[config.mk]
export PLATFORM = sky130hd
export DESIGN_NAME = trigger_fft_sequencer
export DESIGN_NICKNAME = d
export VERILOG_FILES = /design/src/rtl/trigger_fft_sequencer_pkg.sv /design/src/rtl/trigger_fft_sequencer_bin_power.sv /design/src/rtl/trigger_fft_sequencer.sv
export SDC_FILE = /design/constraint.sdc
export NUM_CORES = 1
export LEC_CHECK = 0
export ABC_AREA = 1
export BUFFER_PORTS_ARGS = -buffer_cell sky130_fd_sc_hd__buf_2
export CORE_MARGIN = 3
export CORE_UTILIZATION = 64
export DETAILED_ROUTE_END_ITERATION = 6
export GPL_TIMING_DRIVEN = 0
export HOLD_SLACK_MARGIN = 0.03
export PLACE_DENSITY = 0.84
export SLEW_MARGIN = 10
export SYNTH_ARGS = -nofsm -noshare
export SYNTH_HDL_FRONTEND = slang
export SYNTH_SLANG_ARGS = --single-unit
[constraint.sdc]
create_clock -name clk -period 2.6 [get_ports clk]
set_clock_uncertainty 0.2 [all_clocks]
set_input_delay 0.13 -clock clk [delete_from_list [all_inputs] [get_ports clk]]
set_output_delay 0.13 -clock clk [all_outputs]
set_load 0.02 [all_outputs]
[src/rtl/trigger_fft_sequencer_pkg.sv]
// Shared constants, sample packing, FSM states and address helper
// for the trigger FFT sequencer.
package trigger_fft_sequencer_pkg;

    localparam int FFT_N_POINTS = 64;
    localparam int FFT_ADDR_W   = 6;

    // Complex sample packing: {im, re}, both signed
    localparam int RE_LSB   = 0;
    localparam int IM_LSB   = 16;
    localparam int SAMPLE_W = 16;
    localparam int POWER_W  = 33;

    typedef enum logic [2:0] {
        ST_IDLE,
        ST_PREFETCH,
        ST_STREAM,
        ST_COLLECT,
        ST_DONE
    } state_t;

    function automatic logic [FFT_ADDR_W-1:0] bit_reverse(
        input logic [FFT_ADDR_W-1:0] a
    );
        logic [FFT_ADDR_W-1:0] r;
        for (int i = 0; i < FFT_ADDR_W; i++) begin
            r[i] = a[FFT_ADDR_W-1-i];
        end
        return r;
    endfunction

endpackage

[src/rtl/trigger_fft_sequencer_bin_power.sv]
// Registered power of one complex bin: re*re + im*im, 33-bit unsigned.
// Ports: clk, reset_b, valid (capture strobe), sample {im,re}, power (held).
module bin_power
    import trigger_fft_sequencer_pkg::*;
(
    input  logic               clk,
    input  logic               reset_b,
    input  logic               valid,
    input  logic [31:0]        sample,
    output logic [POWER_W-1:0] power
);

    logic signed [SAMPLE_W-1:0] re;
    logic signed [SAMPLE_W-1:0] im;
    logic signed [31:0]         re_sq;
    logic signed [31:0]         im_sq;
    logic [POWER_W-1:0]         sum;

    assign re = sample[RE_LSB +: SAMPLE_W];
    assign im = sample[IM_LSB +: SAMPLE_W];

    // Each square is at most 2^30, so 32-bit signed holds it exactly
    assign re_sq = 32'(re) * 32'(re);
    assign im_sq = 32'(im) * 32'(im);
    assign sum   = {1'b0, re_sq} + {1'b0, im_sq};

    always_ff @(posedge clk or negedge reset_b) begin
        if (!reset_b) begin
            power <= '0;
        end else if (valid) begin
            power <= sum;
        end
    end

endmodule

[src/rtl/trigger_fft_sequencer.sv]
// Runs one trigger FFT per frame: RAM -> xfft input stream, output bins
// -> target-bin power -> threshold trigger. Ports: frame/config control,
// RAM read port, FFT slave/master streams, status and trigger outputs.
module trigger_fft_sequencer
    import trigger_fft_sequencer_pkg::*;
#(
    parameter int N_POINTS    = FFT_N_POINTS,
    parameter int ADDR_W      = FFT_ADDR_W,
    parameter int TARGET_BIN  = 10,
    parameter int BIT_REVERSE = 1
) (
    input  logic              clk,
    input  logic              reset_b,
    input  logic              FFT_Configure_Complete,
    input  logic              Frame_Ready,
    input  logic [32:0]       Threshold,
    output logic [ADDR_W-1:0] RAM_Read_Address,
    input  logic [31:0]       RAM_Data,
    output logic [31:0]       FFT_S_tdata,
    output logic              FFT_S_tvalid,
    input  logic              FFT_S_tready,
    output logic              FFT_S_tlast,
    input  logic [31:0]       FFT_M_tdata,
    input  logic              FFT_M_tvalid,
    input  logic              FFT_M_tlast,
    output logic              FFT_M_tready,
    output logic              Busy,
    output logic              Trigger,
    output logic [32:0]       Target_Power,
    output logic              Frame_Dropped,
    output logic              Sync_Error
);

    localparam logic [ADDR_W-1:0] LAST_IDX = ADDR_W'(N_POINTS - 1);
    localparam logic [ADDR_W-1:0] TGT_IDX  = ADDR_W'(TARGET_BIN);

    state_t            state_q;
    state_t            state_d;
    logic [ADDR_W-1:0] idx_q;
    logic [ADDR_W-1:0] bin_q;
    logic [ADDR_W-1:0] nxt_idx;
    logic [32:0]       thr_q;
    logic              pending_q;
    logic              drop_q;
    logic              sync_err_q;
    logic              abort_q;
    logic              start;
    logic              s_hs;
    logic              m_hs;
    logic              bin_last;
    logic              early_last;
    logic              power_vld;

    assign start = (state_q == ST_IDLE) && FFT_Configure_Complete
                 && (Frame_Ready || pending_q);
    assign s_hs       = (state_q == ST_STREAM) && FFT_S_tready;
    assign m_hs       = (state_q == ST_COLLECT) && FFT_M_tvalid;
    assign bin_last   = (bin_q == LAST_IDX);
    assign early_last = m_hs && FFT_M_tlast && !bin_last;
    assign power_vld  = m_hs && (bin_q == TGT_IDX);

    // Look one sample ahead on a handshake so the 1-cycle RAM latency
    // never inserts a bubble; on a stall the address simply holds.
    assign nxt_idx = idx_q + {{(ADDR_W-1){1'b0}}, s_hs};
    assign RAM_Read_Address = (BIT_REVERSE != 0) ? bit_reverse(nxt_idx)
                                                 : nxt_idx;

    assign Frame_Dropped = drop_q;
    assign Sync_Error    = sync_err_q;

    bin_power u_bin_power (
        .clk     (clk),
        .reset_b (reset_b),
        .valid   (power_vld),
        .sample  (FFT_M_tdata),
        .power   (Target_Power)
    );

    always_ff @(posedge clk or negedge reset_b) begin
        if (!reset_b) begin
            state_q <= ST_IDLE;
        end else begin
            state_q <= state_d;
        end
    end

    always_comb begin
        state_d = state_q;
        unique case (state_q)
            ST_IDLE:     if (start) state_d = ST_PREFETCH;
            ST_PREFETCH: state_d = ST_STREAM;
            ST_STREAM: begin
                if (s_hs && idx_q == LAST_IDX) state_d = ST_COLLECT;
            end
            ST_COLLECT: begin
                if (m_hs && (bin_last || FFT_M_tlast)) state_d = ST_DONE;
            end
            ST_DONE:     state_d = ST_IDLE;
            default:     state_d = ST_IDLE;
        endcase
    end

    always_comb begin
        Busy         = (state_q != ST_IDLE);
        FFT_S_tvalid = 1'b0;
        FFT_S_tdata  = '0;
        FFT_S_tlast  = 1'b0;
        FFT_M_tready = 1'b0;
        Trigger      = 1'b0;
        unique case (state_q)
            ST_STREAM: begin
                FFT_S_tvalid = 1'b1;
                FFT_S_tdata  = RAM_Data;
                FFT_S_tlast  = (idx_q == LAST_IDX);
            end
            ST_COLLECT: FFT_M_tready = 1'b1;
            ST_DONE:    Trigger = !abort_q && (Target_Power > thr_q);
            default:    ;
        endcase
    end

    always_ff @(posedge clk or negedge reset_b) begin
        if (!reset_b) begin
            idx_q      <= '0;
            bin_q      <= '0;
            thr_q      <= '0;
            pending_q  <= 1'b0;
            drop_q     <= 1'b0;
            sync_err_q <= 1'b0;
            abort_q    <= 1'b0;
        end else begin
            drop_q <= Frame_Ready && pending_q;
            if (start) begin
                thr_q     <= Threshold;
                pending_q <= 1'b0;
                idx_q     <= '0;
                bin_q     <= '0;
                abort_q   <= 1'b0;
            end else begin
                if (Frame_Ready) pending_q <= 1'b1;
                // idx wraps to 0 on the final beat of the frame
                if (s_hs) idx_q <= idx_q + 1'b1;
                if (m_hs) bin_q <= bin_q + 1'b1;
                if (early_last) abort_q <= 1'b1;
            end
            if (early_last || (m_hs && bin_last && !FFT_M_tlast)) begin
                sync_err_q <= 1'b1;
            end
        end
    end

endmodule

==> results.cfg, run 1 <==
[sta]
tightest_slew_ps = 854.9
fmax_mhz = 149.5
min_period_over_period_pct = 257.2
finalSetupTns_ps = -98460
finalSetupViolCount = 30
rsz0062_at_grt = true
slew_headroom_pct = 42.58
slew_violations = 0
hold_slack_ps = 82.15
hold_viol = 0
min_period_ps = 6688
setup_ws_ps = -4088

[die]
die_h_um = 206.3
dieArea_um2 = 42580
fp.coreArea_um2 = 39190
start_util_pct = 65.55
rows = 72
ios = 182
die_x_um = 206.3

[clock_tree]
clk_pin_slew_ps = 70
clock_latency_ps = 350
clock_sink_count = 85
cts_tree = built
ctsLongestPathBuffers = 2
numCtsBuffers = 9
htree_levels = 3
cts-root-buf = clkbuf_16

[layout]
nets = 4671
mostFrequentLayoutCells = inv_1 (869), nand2_1 (579), fa_1 (443)
area_delta_synth_final_pct = 36.41
final_common_cell = inv_1
layout-drive-gt1-share_pct = 31.66

[drt]
post_drt_via_cell_ratio = 6.053
antenna_left = 0
routedWlPerCell_um = 22.33
drt-initial-drc-count = 2735
drt-total-wl_um = 97660
route.vias.total = 26480
dr.pass1.iters = 7
drc = 100

[synth]
synth_nets = 4244
synth_xor_area_share_pct = 2.557
synth_compound_area_share_pct = 5.178
synth-simple-area-share_pct = 19.32
async_reset_ff_share_pct = 100.0
syn-instance-count = 3423
synth_fa_ha_area_share_pct = 48.87
synth_seq_cells = 85
synthFlopType = dfrtp_1
ys_types = 35
synth_top_family_by_area = adder cells
ys_seq_area_share_pct = 8.281
yosys_warnings = 0
synthesis.area_um2 = 25690
synth_edf_count = 0
synthMuxAreaShare_pct = 0
syn_avg_cell_area_um2 = 7.504

[global_routing]
grt_pass1_vias = 26450
grt_overflow_total = 0
grt_pass1_wl_um = 130800
met3_usage_pct = 6.080
antenna_found_initial = 3
groute.layer.met1.usage_pct = 45.48
grtUsageMet2_pct = 69.35
grt-busiest-layer = met2
grt_max_degree = 58
grt_use_total_pct = 38.92

[worst_setup_path]
cpPeakStageDelay_ps = 580
crit_arrival_ps = 6730
crit_type = input port to flip-flop
end_kind = flip-flop
crit_path_frequent_cell = nand2_1
cp.required_ps = 2640
cp_max_fo = 8
worstSetupStartpointType = input port
ff2ff_setup_slack_ps = 10
crit_slowest_cell = fa_2
rr_worst_depth = 7

[place]
dp_hpwl_um = 61790
numPortBuffers = 168
gp_congestion = 1.003
place_ws_ps = -4571

[min_path]
hold_path.class = input port to asynchronous set/reset pin

[job]
cap_violations = 0

[run_status]
outcome = finished with violations
violations = DRC, setup timing
[final timing paths]
path | end | start
min | u_bin_power.power[8]$_DFFE_PN0P_ | reset_b
min in group clk | u_bin_power.power[1]$_DFFE_PN0P_ | FFT_M_tdata[0]
max in group asynchronous | u_bin_power.power[32]$_DFFE_PN0P_ | reset_b
max | u_bin_power.power[30]$_DFFE_PN0P_ | FFT_M_tdata[19]
min reg2reg | bin_q[3]$_DFFE_PN0P_ | bin_q[3]$_DFFE_PN0P_
max reg2reg | u_bin_power.power[2]$_DFFE_PN0P_ | bin_q[0]$_DFFE_PN0P_
[registers in the layout, indices dropped and copies added (netlist names)]
register / flops
state_q: 3
Frame_Dropped: 1
idx_q: 6
abort_q: 1
pending_q: 1
Sync_Error: 1
bin_q: 6
u_bin_power.power: 33
thr_q: 33
[final cells by class]
class                   count  area [um2]
multi-input cells        2258       23740
fillers                  1719        4146
inverters                 998        3806
repair buffers            416        3153
flip-flops and latches     85        2130
plain buffers              82        1261
well taps                 518       648.1
clock buffers              10       239.0
clock inverters             5       61.31
diodes                      2       5.005
[what timing repair did]
item / 4_1_cts / 5_1_grt
endpoints found under the setup margin: 34 / 33
gates resized for setup: 453 / 396
pin swaps: 215 / 255
cloned: 3 / 3
hold buffers: 40 / 0
setup buffers: 117 / 84
endpoints found under the hold margin: 128 / 0
[worst max-delay path: cells and delay by family]
family | cells | cell delay (ps)
buffers and inverters | 6 | 650
AND/OR/NAND/NOR | 17 | 2000
adder cells (fa/ha/maj) | 8 | 3930
[metal layers]
metal | part of all wire [%] | vias up
li1 | - | 10850
met3 | 10 | 908
met2 | 48 | 2075
met4 | 11 | 2
met5 | 0.013 | -
met1 | 32 | 12640
[stage by stage]
stage	utilization (%)	cell area (um2)	cells
2_1_floorplan	-	27580	3423
3_3_place_gp	74.19	29070	4109
3_5_place_dp	74.26	29100	4110
4_1_cts	83.96	32900	4285
5_1_grt	89.41	35040	4373
6_report	89.42	35040	4374
[synth_stat cells, drive strengths merged (9+ instances only)]
cell	number	area [um2]
nor3	33	165.2
clkbuf	74	277.8
xor2	52	455.4
o21bai	15	112.6
or2	10	62.56
xnor2	23	201.4
nand2	800	3005
nand3	128	640.6
dfrtp	85	2127
ha	240	3003
nand4	33	206.5
a21oi	119	595.6
o21ai	92	460.4
nor2	197	747.0
fa	477	9549
a21o	9	67.56
inv	997	3742
[kinds of logic (layout without fill, tap and decap cells)]
group	after synthesis	after routing
simple gates	1219	1219
compound gates	247	247
buf+inv	1080	1511
xor+xnor	75	75
flops	85	85
other cells	0	2
fa+ha+maj	717	717
Power of run 1 is not shown: default switching activity piles up to over one toggle a cycle in this logic, so the estimate is an artifact.
==> run 2: changes to the inputs <==
--- a/config.mk
+++ b/config.mk
@@ -9,11 +9,12 @@
 export BUFFER_PORTS_ARGS = -buffer_cell sky130_fd_sc_hd__buf_2
 export CORE_MARGIN = 3
 export CORE_UTILIZATION = 64
+export CTS_BUF_LIST = sky130_fd_sc_hd__clkbuf_4 sky130_fd_sc_hd__clkbuf_8 sky130_fd_sc_hd__clkbuf_16
 export DETAILED_ROUTE_END_ITERATION = 6
 export GPL_TIMING_DRIVEN = 0
 export HOLD_SLACK_MARGIN = 0.03
 export PLACE_DENSITY = 0.84
-export SLEW_MARGIN = 10
+export SLEW_MARGIN = 25
 export SYNTH_ARGS = -nofsm -noshare
 export SYNTH_HDL_FRONTEND = slang
 export SYNTH_SLANG_ARGS = --single-unit
==> run 2 against run 1 <==
The run still ends with DRC, setup timing left. First-iteration DRC count down 0.66%. Sequential share of layout area up 0.10 points. Worst hold slack better by 38 ps. Critical path type unchanged.
==> results.cfg, run 2 (synthesis gave the netlist of run 1 again) <==
[layout]
area_delta_synth_final_pct = 33.95
mostFrequentLayoutCells = inv_1 (878), nand2_1 (592), fa_1 (450)
final_core_util_pct = 87.80
antenna_cells = 0
finalInstanceArea_um2 = 34410
layout-drive-gt1-share_pct = 30.25
final_common_cell = inv_1
nets = 4638
reg_top3 = thr_q: 33 flops, u_bin_power.power: 33 flops

[place]
place_area_um2 = 29100
dp_hpwl_um = 61850
numPortBuffers = 168
gp_congestion = 1.003
place_ws_ps = -4599

[worst_setup_path]
rr_startpoint = bin_q[0]$_DFFE_PN0P_
rr_worst_depth = 8
timing.rr.end = u_bin_power.power[31]$_DFFE_PN0P_
cp_max_fo = 5
crit_arrival_ps = 6750
ff2ff_setup_slack_ps = 50
worstSetupStartpointType = input port
crit_slowest_cell = fa_1
crit_path_frequent_cell = inv_2
crit_type = input port to flip-flop
cpPeakStageDelay_ps = 550
cp.required_ps = 2620
end_kind = flip-flop

[die]
ios = 182
fp.coreArea_um2 = 39190
dieArea_um2 = 42580
die_h_um = 206.3
rows = 72
die_x_um = 206.3
start_util_pct = 65.55

[min_path]
hold_path.class = input port to asynchronous set/reset pin

[job]
cap_violations = 0

[sta]
min_period_ps = 6726
setup_ws_ps = -4126
finalSetupViolCount = 30
finalSetupTns_ps = -97280
slew_headroom_pct = 45.79
rsz0062_at_grt = true
hold_viol = 0
tightest_slew_ps = 807.2
fmax_mhz = 148.7
min_period_over_period_pct = 258.7
slew_violations = 0

[global_routing]
grt_pass1_vias = 26020
grt_overflow_total = 0
grt_pass1_wl_um = 127500
grt_max_degree = 58
grt_use_total_pct = 37.65
antenna_found_initial = 1

[drt]
drt-initial-drc-count = 2717
dr.pass1.iters = 7
antenna_left = 0
drc = 45
drt-total-wl_um = 90980
route.vias.total = 25730
routedWlPerCell_um = 20.96
post_drt_via_cell_ratio = 5.929

[clock_tree]
clock_latency_ps = 350
cts-root-buf = clkbuf_16
ctsLongestPathBuffers = 2
numCtsBuffers = 9
clock_sink_count = 85
cts_tree = built
htree_levels = 3
clk_pin_slew_ps = 70

[run_status]
violations = DRC, setup timing
outcome = finished with violations
==> run 2: worst max-delay path by stage <==
stage / startpoint / endpoint / slack, ps / cells after the start
2_1_floorplan: FFT_M_tdata[3] / u_bin_power.power[31]$_DFFE_PN0P_ / -3570 / 32
3_3_place_gp: FFT_M_tdata[28] / u_bin_power.power[29]$_DFFE_PN0P_ / -4580 / 30
3_5_place_dp: FFT_M_tdata[28] / u_bin_power.power[29]$_DFFE_PN0P_ / -4600 / 30
4_1_cts: FFT_M_tdata[20] / u_bin_power.power[28]$_DFFE_PN0P_ / -3660 / 35
5_1_grt: FFT_M_tdata[20] / u_bin_power.power[31]$_DFFE_PN0P_ / -4210 / 36
6_report: FFT_M_tdata[20] / u_bin_power.power[31]$_DFFE_PN0P_ / -4130 / 36
==> run 2: layer usage <==
layer	vias to the layer above	part of all wire [%]	track usage (%)
met5	-	0.064	0
met4	3	9.1	17.53
met3	743	8.9	5.261
met2	1818	49	67.49
met1	12370	33	44.86
li1	10800	-	-
==> run 2: stage by stage <==
step | hold slack [ps] | std cells
global route | 131.0 | 4340
finish | 120.4 | 4340
floorplan | -365.6 | 3423
global placement | 138.2 | 4109
CTS | 97.35 | 4263
detailed placement | -115.6 | 4110
==> run 2: worst max-delay path: cells and delay by family <==
family,cells,cell delay [ps]
simple gates,12,1230
compound gates,2,340
fa+ha+maj,8,3600
xor+xnor,1,160
buf+inv,13,1270
==> run 2: repair_timing <==
action | in CTS | in global routing
hold buffers | 40 | 0
buffers inserted | 98 | 73
gates resized for setup | 358 | 399
gates cloned | 0 | 4
pin swaps | 178 | 248
endpoints found under the setup margin | 34 | 33
endpoints found under the hold margin | 128 | 0
==> run 2: final cells by class <==
cell class / count / area, um2
fillers: 1920 / 4780
well taps: 518 / 648.1
repair buffers: 384 / 2878
clock buffers: 12 / 260.3
flip-flops and latches: 85 / 2127
inverters: 998 / 3784
plain buffers: 81 / 1152
multi-input cells: 2258 / 23500
clock inverters: 4 / 56.30
Power of run 2 is left out for the same reason.
